**src/rtl/fall_pkg.sv**
```systemverilog
// Shared types and constants for the accelerometer fall detector.
// Latency: n/a (declarations only).
// Backpressure: n/a.
package fall_pkg;

  // Detection sequence: wait for free fall, wait for impact, settle, check tilt.
  typedef enum logic [1:0] {
    IDLE   = 2'd0,
    IMPACT = 2'd1,
    HOLD   = 2'd2,
    CHECK  = 2'd3
  } fall_state_t;

  // Bit positions inside the stage progress vector.
  localparam int STG_FF     = 0;
  localparam int STG_IMPACT = 1;
  localparam int STG_CONF   = 2;

  // Reset-time threshold suggestions for the controller (raw sensor LSBs).
  localparam int unsigned DEF_THR_FF   = 32'd10000;
  localparam int unsigned DEF_THR_SVM  = 32'd580000000;
  localparam int unsigned DEF_THR_TILT = 32'd10000;

endpackage

```
**src/rtl/fall_svm.sv**
```systemverilog
// Registers one 3-axis sample: az, |ax|, |ay| and squared magnitude ax^2+ay^2+az^2.
// Latency: 1 clk from load to registered outputs.
// Backpressure: none; every load strobe overwrites the held sample.
//
// Ports: clk/reset (sync, active-low); load captures ax/ay/az;
//        az_q signed az, abs_ax/abs_ay DW+1-bit magnitudes, svm 2*DW-bit sum of squares.
module fall_svm #(
  parameter int DW = 16
) (
  input  logic                 clk,
  input  logic                 reset,
  input  logic                 load,
  input  logic signed [DW-1:0] ax,
  input  logic signed [DW-1:0] ay,
  input  logic signed [DW-1:0] az,
  output logic signed [DW-1:0] az_q,
  output logic [DW:0]          abs_ax,
  output logic [DW:0]          abs_ay,
  output logic [2*DW-1:0]      svm
);

  localparam int PW = 2 * DW;

  // One extra bit so that |-2^(DW-1)| = 2^(DW-1) is representable.
  function automatic logic [DW:0] mag(input logic signed [DW-1:0] v);
    logic signed [DW:0] e;
    e = {v[DW-1], v};
    return e[DW] ? $unsigned(-e) : $unsigned(e);
  endfunction

  logic signed [PW-1:0] ax_w, ay_w, az_w;
  logic signed [PW-1:0] sq_x, sq_y, sq_z;
  logic [PW-1:0]        svm_d;

  assign ax_w = PW'(ax);
  assign ay_w = PW'(ay);
  assign az_w = PW'(az);

  // Each square is at most 2^(2*DW-2), so three of them fit in 2*DW unsigned bits.
  assign sq_x  = ax_w * ax_w;
  assign sq_y  = ay_w * ay_w;
  assign sq_z  = az_w * az_w;
  assign svm_d = $unsigned(sq_x) + $unsigned(sq_y) + $unsigned(sq_z);

  always_ff @(posedge clk) begin
    if (!reset) begin
      az_q   <= '0;
      abs_ax <= '0;
      abs_ay <= '0;
      svm    <= '0;
    end else if (load) begin
      az_q   <= az;
      abs_ax <= mag(ax);
      abs_ay <= mag(ay);
      svm    <= svm_d;
    end
  end

endmodule

```
**src/rtl/fall_detect_fsm.sv**
```systemverilog
// Fall detector: free-fall -> impact -> settle -> tilt check, latched alarm, fall counter.
// Latency: tick at cycle T -> sample registered at T+1 edge -> FSM/outputs updated at T+2 edge.
// Backpressure: none; samples arriving on ticks are consumed unconditionally.
//
// Ports: clk, reset (sync, active-low), enable, ext_tick, ax/ay/az signed samples,
//        thr_ff (signed), thr_svm (unsigned 2*DW), thr_tilt (unsigned), alarm_ack;
//        stage progress flags, alarm, fall_cnt (saturating), busy (state != IDLE).
module fall_detect_fsm
  import fall_pkg::*;
#(
  parameter int DW           = 16,
  parameter int SAMPLE_DIV   = 1048576,
  parameter int USE_EXT_TICK = 0,
  parameter int FF_MIN       = 2,
  parameter int IMPACT_WIN   = 8,
  parameter int HOLD_TICKS   = 94,
  parameter int CW           = 8
) (
  input  logic                 clk,
  input  logic                 reset,
  input  logic                 enable,
  input  logic                 ext_tick,
  input  logic signed [DW-1:0] ax,
  input  logic signed [DW-1:0] ay,
  input  logic signed [DW-1:0] az,
  input  logic signed [DW-1:0] thr_ff,
  input  logic [2*DW-1:0]      thr_svm,
  input  logic [DW-1:0]        thr_tilt,
  input  logic                 alarm_ack,
  output logic [2:0]           stage,
  output logic                 alarm,
  output logic [CW-1:0]        fall_cnt,
  output logic                 busy
);

  localparam int DIV_W = $clog2(SAMPLE_DIV);
  localparam int FFW   = $clog2(FF_MIN + 1);
  localparam int WINW  = $clog2(IMPACT_WIN + 1);
  localparam int HW    = $clog2(HOLD_TICKS + 1);

  // ---------------------------------------------------------------- sample tick
  logic [DIV_W-1:0] div_cnt;
  logic             div_term;
  logic             tick;
  logic             eval_q;

  assign div_term = (div_cnt == DIV_W'(SAMPLE_DIV - 1));

  // Divider is parked at 0 while disabled so re-enable starts a full period.
  always_ff @(posedge clk) begin
    if (!reset || !enable || div_term) begin
      div_cnt <= '0;
    end else begin
      div_cnt <= div_cnt + DIV_W'(1);
    end
  end

  assign tick = enable & ((USE_EXT_TICK != 0) ? ext_tick : div_term);

  // Decisions run one cycle after the tick, once the sample registers are loaded.
  always_ff @(posedge clk) begin
    if (!reset) begin
      eval_q <= 1'b0;
    end else begin
      eval_q <= tick;
    end
  end

  // ---------------------------------------------------------------- sample path
  logic signed [DW-1:0] az_q;
  logic [DW:0]          abs_ax, abs_ay;
  logic [2*DW-1:0]      svm_q;

  fall_svm #(.DW(DW)) u_svm (
    .clk    (clk),
    .reset  (reset),
    .load   (tick),
    .ax     (ax),
    .ay     (ay),
    .az     (az),
    .az_q   (az_q),
    .abs_ax (abs_ax),
    .abs_ay (abs_ay),
    .svm    (svm_q)
  );

  // ---------------------------------------------------------------- FSM state
  fall_state_t   state, state_nxt;
  logic [FFW-1:0]  ff_cnt, ff_nxt;
  logic [WINW-1:0] win_cnt, win_nxt;
  logic [HW-1:0]   hold_cnt, hold_nxt;
  logic [2:0]      stage_q, stage_nxt;
  logic            alarm_q, alarm_nxt;
  logic [CW-1:0]   cnt_q, cnt_nxt;
  logic            confirm;
  logic            az_ff;
  logic            tilted;

  // 0 < az < thr_ff, all signed.
  assign az_ff  = !az_q[DW-1] && (az_q != '0) && (az_q < thr_ff);
  assign tilted = (abs_ax > {1'b0, thr_tilt}) || (abs_ay > {1'b0, thr_tilt});

  always_ff @(posedge clk) begin
    if (!reset) begin
      state    <= IDLE;
      ff_cnt   <= '0;
      win_cnt  <= '0;
      hold_cnt <= '0;
      stage_q  <= '0;
      alarm_q  <= 1'b0;
      cnt_q    <= '0;
    end else begin
      state    <= state_nxt;
      ff_cnt   <= ff_nxt;
      win_cnt  <= win_nxt;
      hold_cnt <= hold_nxt;
      stage_q  <= stage_nxt;
      alarm_q  <= alarm_nxt;
      cnt_q    <= cnt_nxt;
    end
  end

  always_comb begin
    state_nxt = state;
    ff_nxt    = ff_cnt;
    win_nxt   = win_cnt;
    hold_nxt  = hold_cnt;
    stage_nxt = stage_q;
    confirm   = 1'b0;

    if (!enable) begin
      state_nxt = IDLE;
      ff_nxt    = '0;
      win_nxt   = '0;
      hold_nxt  = '0;
      stage_nxt = '0;
    end else if (eval_q) begin
      unique case (state)
        IDLE: begin
          if (az_ff) begin
            ff_nxt = ff_cnt + FFW'(1);
            if (ff_nxt == FFW'(FF_MIN)) begin
              state_nxt         = IMPACT;
              ff_nxt            = '0;
              win_nxt           = '0;
              stage_nxt         = '0;
              stage_nxt[STG_FF] = 1'b1;
            end
          end else begin
            ff_nxt = '0;
          end
        end
        IMPACT: begin
          if (svm_q > thr_svm) begin
            state_nxt             = HOLD;
            win_nxt               = '0;
            hold_nxt              = '0;
            stage_nxt[STG_IMPACT] = 1'b1;
          end else begin
            win_nxt = win_cnt + WINW'(1);
            if (win_nxt == WINW'(IMPACT_WIN)) begin
              state_nxt = IDLE;
              win_nxt   = '0;
              stage_nxt = '0;
            end
          end
        end
        HOLD: begin
          hold_nxt = hold_cnt + HW'(1);
          if (hold_nxt == HW'(HOLD_TICKS)) begin
            state_nxt = CHECK;
            hold_nxt  = '0;
          end
        end
        CHECK: begin
          state_nxt = IDLE;
          if (tilted) begin
            stage_nxt[STG_CONF] = 1'b1;
            confirm             = 1'b1;
          end else begin
            stage_nxt = '0;
          end
        end
        default: begin
          state_nxt = IDLE;
          stage_nxt = '0;
        end
      endcase
    end

    // A confirm in the same cycle as an ack wins, so the new fall is not lost.
    alarm_nxt = confirm | (alarm_q & ~alarm_ack);
    cnt_nxt   = (confirm && (cnt_q != {CW{1'b1}})) ? cnt_q + CW'(1) : cnt_q;
  end

  always_comb begin
    stage    = stage_q;
    alarm    = alarm_q;
    fall_cnt = cnt_q;
    busy     = (state != IDLE);
  end

endmodule

```
**config.mk**
```make
export PLATFORM = sky130hd
export DESIGN_NAME = fall_detect_fsm
export DESIGN_NICKNAME = d
export VERILOG_FILES = /design/src/rtl/fall_pkg.sv /design/src/rtl/fall_svm.sv /design/src/rtl/fall_detect_fsm.sv
export SDC_FILE = /design/constraint.sdc
export NUM_CORES = 2
export LEC_CHECK = 0
export BUFFER_PORTS_ARGS = -buffer_cell sky130_fd_sc_hd__buf_2
export CELL_PAD_IN_SITES_DETAIL_PLACEMENT = 0
export CELL_PAD_IN_SITES_GLOBAL_PLACEMENT = 1
export CORE_MARGIN = 2
export CORE_UTILIZATION = 45
export CTS_CLUSTER_SIZE = 28
export DETAILED_ROUTE_END_ITERATION = 8
export MAX_ROUTING_LAYER = met4
export PLACE_DENSITY = 0.84
export SYNTH_ARGS = -nofsm -noshare
export SYNTH_HDL_FRONTEND = slang
export SYNTH_SLANG_ARGS = --single-unit
```
**constraint.sdc**
```tcl
create_clock -name clk -period 20.3 [get_ports clk]
set_input_delay 2.03 -clock clk [delete_from_list [all_inputs] [get_ports clk]]
set_output_delay 2.03 -clock clk [all_outputs]
set_load 0.01 [all_outputs]
```
==> results of run 1 <==
Yosys cell counts, drive strengths merged, types with 17 or more instances:
| cell type | count | share of area [%] |
|---|---|---|
| a21boi | 41 | 0.90 |
| a21o | 39 | 0.85 |
| a21oi | 64 | 0.93 |
| and2 | 157 | 2.9 |
| clkbuf | 95 | 1.0 |
| dfxtp | 130 | 7.6 |
| fa | 819 | 48 |
| ha | 298 | 11 |
| inv | 1085 | 12 |
| nand2 | 350 | 3.8 |
| nand2b | 22 | 0.40 |
| nand3 | 30 | 0.44 |
| nand4 | 24 | 0.44 |
| nor2 | 133 | 1.5 |
| nor2b | 29 | 0.53 |
| o211a | 26 | 0.76 |
| o21ai | 39 | 0.57 |
| or3 | 17 | 0.32 |
| xnor2 | 79 | 2.0 |
| xor2 | 49 | 1.2 |
through the flow:
step                std cells  cell area [sq um]  hold slack [ps]
floorplan                3690              34350            429.7
global placement         4698              35860            443.3
detailed placement       4698              35860            449.0
CTS                      4728              36430            457.1
global route             4733              36440            475.5
logic make-up after synthesis:
family	synth area share, %
compound gates	5.507
xor+xnor	3.263
flops	7.576
buf+inv	13.23
mux	0.2987
fa+ha+maj	58.58
simple gates	11.54
routing by layer:
| layer | GRT usage [%] |
|---|---|
| met1 | 30.92 |
| met2 | 39.04 |
| met3 | 3.897 |
| met4 | 5.937 |
| met5 | - |
==> reports/results.txt, run 1 <==
post-synthesis cell area - 0.03435 sq mm
ys flop type - dfxtp_1
Synth async-reset ratio - 0%
chip height - 280.3 microns
pin count of the biggest net entering global routing - 98
Port-buffer cells - 128
first-pass GRT wire length - 140100 microns
synth warn - 0
Num CTS Buffers - 17
Post-CTS Setup Repair Bufs - 0
Avg Cell Area, Syn - 9.310 sq um
Starting Density - 45.38%
gp weighted congestion - 0.9048
Syn Inst Count - 3690
initial antenna violation count - 6
Die Wd - 280.3 microns
hold buffers post-CTS - 0
Exit stage - 5_2_route
Clock Tree Root - clkbuf_16
clk buf depth - 2
std cell rows - 101
pre-CTS setup slack - 9016 ps
sequential-to-total area share from yosys stat - 7.576%
hpwl dp - 71930 microns
number of global-route vias before repair - 25790
Sink Count - 130
global-route usage over all layers - 23.81%
H-Tree Level Count - 4
Synth cell types - 64
synthesized flop and latch total - 130
stop err - [ERROR DRT-0255] Maze Route cannot find path of net clk in worker of routeBox ( 241500 48300 ) ( 280295 96600 ).
Congestion Overflow GR - 0
Post-Syn Nets - 4924
Post-synth EDFFs - 0
Ports - 130
status - aborted with a tool error
post_cts resized - 0
==> inputs of run 2 (changes only) <==
==> config.mk (replaced) <==
export PLATFORM = sky130hd
export DESIGN_NAME = fall_detect_fsm
export DESIGN_NICKNAME = d
export VERILOG_FILES = /design/src/rtl/fall_pkg.sv /design/src/rtl/fall_svm.sv /design/src/rtl/fall_detect_fsm.sv
export SDC_FILE = /design/constraint.sdc
export NUM_CORES = 2
export LEC_CHECK = 0
export BUFFER_PORTS_ARGS = -buffer_cell sky130_fd_sc_hd__buf_2
export CORE_MARGIN = 2
export CORE_UTILIZATION = 30
export DETAILED_ROUTE_END_ITERATION = 8
export PLACE_DENSITY_LB_ADDON = 0.15
export SYNTH_ARGS = -nofsm -noshare
export SYNTH_HDL_FRONTEND = slang
export SYNTH_SLANG_ARGS = --single-unit
==> run 2 against run 1 <==
Net effect: the run now ends clean; global-route usage is 6.4 points lower; synthesized area stayed put; synthesized cell count stayed put.
==> reports/results.txt, run 2 <==
status - completed
Syn Inst Count - 3690 (unchanged)
core area - 0.1139 sq mm
setup TNS - 0 ps
final hold vios - 0
ys flop type - dfxtp_1
Port-buffer cells - 128 (unchanged)
DRC Markers - 0
Setup crit start - ax[6]
most frequent cell after synthesis - inv_1
share of layout cells above drive strength 1 - 5.267%
Clock Skews - 9.404 ps
gp weighted congestion - 0.8262 (-8.7%)
TritonCTS clock tree - yes
initial antenna violation count - 10 (+4)
Critical Path Fanout Max - 13
Post-CTS Setup Repair Bufs - 0 (unchanged)
Max Cap Viol - 0
critical path's slowest cell - clkinv_1
Arr. time, crit path - 11150 ps
first-pass iteration count of the detailed router - 5
Max-slew headroom - 31.97%
most frequent cells after synthesis - inv_1, fa_1, nand2_1
Period minus WS final - 10830 ps
H-Tree Level Count - 4 (unchanged)
Vias - 22760
Slew Limit Fails - 0
die area - 0.1172 sq mm
initial DRC count - 884
HP Class - reg -> reg
Clock Tree Root - clkbuf_16
R2R cell count - 9
final net count - 4980
Crit path required time - 20630 ps
Num CTS Buffers - 17 (unchanged)
CP Buf/Inv Count - 7
worst flop-to-flop path endpoint - u_svm.svm[17]
Synth cell types - 64 (unchanged)
pin count of the biggest net entering global routing - 85 (-13%)
Starting Density - 30.17% (-15 points)
Avg Cell Area, Syn - 9.310 sq um (unchanged)
Congestion Overflow GR - 0 (unchanged)
Final Instance Area - 0.03714 sq mm
end of the critical path - u_svm.svm[30]
sequential-to-total area share from yosys stat - 7.576% (unchanged)
Worst-path clk slew - 60 ps
chip height - 342.4 microns (+22%)
Post-synth EDFFs - 0 (unchanged)
Synth async-reset ratio - 0% (unchanged)
cell mode on critical path - fa_1
top cell type by total area after synthesis - fa_1
number of global-route vias before repair - 25480 (-1.2%)
Hold Slack - 458.1 ps
Ports - 130 (unchanged)
Synth area leaders - fa_1, inv_1, ha_1
clk buf depth - 2 (unchanged)
Period Utilization, post-route - 53.34%
std cell rows - 124 (+23%)
Die Wd - 342.4 microns (+22%)
startpoint types - input pin
post-detailed-route via-to-cell ratio - 4.313
family with the most delay on the worst path - adder cells
critical path class - in -> reg
most frequent cells in the layout - inv_1, fa_1, nand2_1
Placed Area - 0.03659 sq mm (+2.0%)
crit-path max cell delay - 690 ps
post_cts resized - 0 (unchanged)
fmax - 0.09235 GHz
Post-Syn Nets - 4924 (unchanged)
synthesized flop and latch total - 130 (unchanged)
critical path depth - 27
top cell type's share of synthesized area - 47.73% (unchanged)
setup violators final - 0
Sink Count - 130 (unchanged)
worst setup margin - 9472 ps
synth warn - 0 (unchanged)
Biggest register - u_svm.svm
max reg flops - 32
global-route usage over all layers - 17.46% (-6.4 points)
first-pass GRT wire length - 154000 microns (+9.9%)
Antenna Nets Post-Route - 0
Area growth syn-to-layout - 8.100%
worst skew pair latency - 440 ps
RSZ-0062 raised after global routing - no
biggest regs - u_svm.svm x32, div_cnt x20
Routed WL - 97560 microns
r2r startpoint - div_cnt[0]
hpwl dp - 83350 microns (+16%)
pre-CTS setup slack - 8934 ps (-82.75 ps)
reg2reg setup slack - 16960 ps
post-synthesis cell area - 0.03435 sq mm (unchanged)
wire length per cell - 18.49 microns
leading cell type in the layout, fill and taps excluded - inv_1
Crit. End Element - register
Worst-Margin Slew - 1012 ps
hold buffers post-CTS - 0 (unchanged)
-- run 2: cell counts after synthesis --
No cell type changed its count.
-- run 2: stage by stage --
step | utilization, % | std cells
2_1_floorplan | - | 3690
3_3_place_gp | 32.13 | 5239
3_5_place_dp | 32.13 | 5239
4_1_cts | 32.60 | 5271
5_1_grt | 32.60 | 5272
6_report | 32.61 | 5276
-- run 2: how the worst min path moves through the flow --
stage          cells after the start    endpoint  startpoint
4_1_cts                            1  div_cnt[0]  div_cnt[0]
3_3_place_gp                       1  div_cnt[0]  div_cnt[0]
5_1_grt                            1   ff_cnt[1]   ff_cnt[1]
3_5_place_dp                       1  div_cnt[0]  div_cnt[0]
6_report                           1  div_cnt[0]  div_cnt[0]
2_1_floorplan                      1  div_cnt[0]  div_cnt[0]
-- run 2: kinds of logic (layout without fill, tap and decap cells) --
| family | count (synthesis) | after routing | synth area share (%) |
|---|---|---|---|
| compound gates | 273 | 273 | 5.507 |
| xor+xnor | 128 | 128 | 3.263 |
| fa+ha+maj | 1117 | 1117 | 58.58 |
| buf+inv | 1204 | 1273 | 13.23 |
| flops | 130 | 130 | 7.576 |
| mux | 10 | 10 | 0.2987 |
| other cells | 0 | 5 | 0 |
| simple gates | 828 | 828 | 11.54 |
-- run 2: worst reg2reg max path: stages, from the launching register on --
cell and delay [ps]:
dfxtp_1 370, ha_1 190, and3_1 200, nand3_1 210
nor3_1 450, and3_1 310, and2_4 400, buf_4 570
nand2_1 310, o21ai_0 240
-- run 2: layout make-up --
type | count | area [sq um]
multi-input combinational | 2356 | 27210
clock inverter | 13 | 105.1
sequential | 130 | 2603
fill | 12090 | 76740
antenna | 5 | 12.51
tap | 1512 | 1892
timing repair buffer | 144 | 763.2
inverter | 1097 | 4118
clock buffer | 19 | 432.9
-- run 2: per-layer routing --
| layer | GRT usage (%) | wire length, microns | up-vias |
|---|---|---|---|
| met5 | 0 | 40 | - |
| met4 | 2.814 | 1320 | 6 |
| met3 | 2.236 | 3747 | 56 |
| met2 | 29.42 | 46010 | 331 |
| met1 | 24.29 | 46440 | 11450 |
| li1 | - | - | 10910 |
Power of run 2 is not shown: default switching activity piles up to over one toggle a cycle in this logic, so the estimate is an artifact.
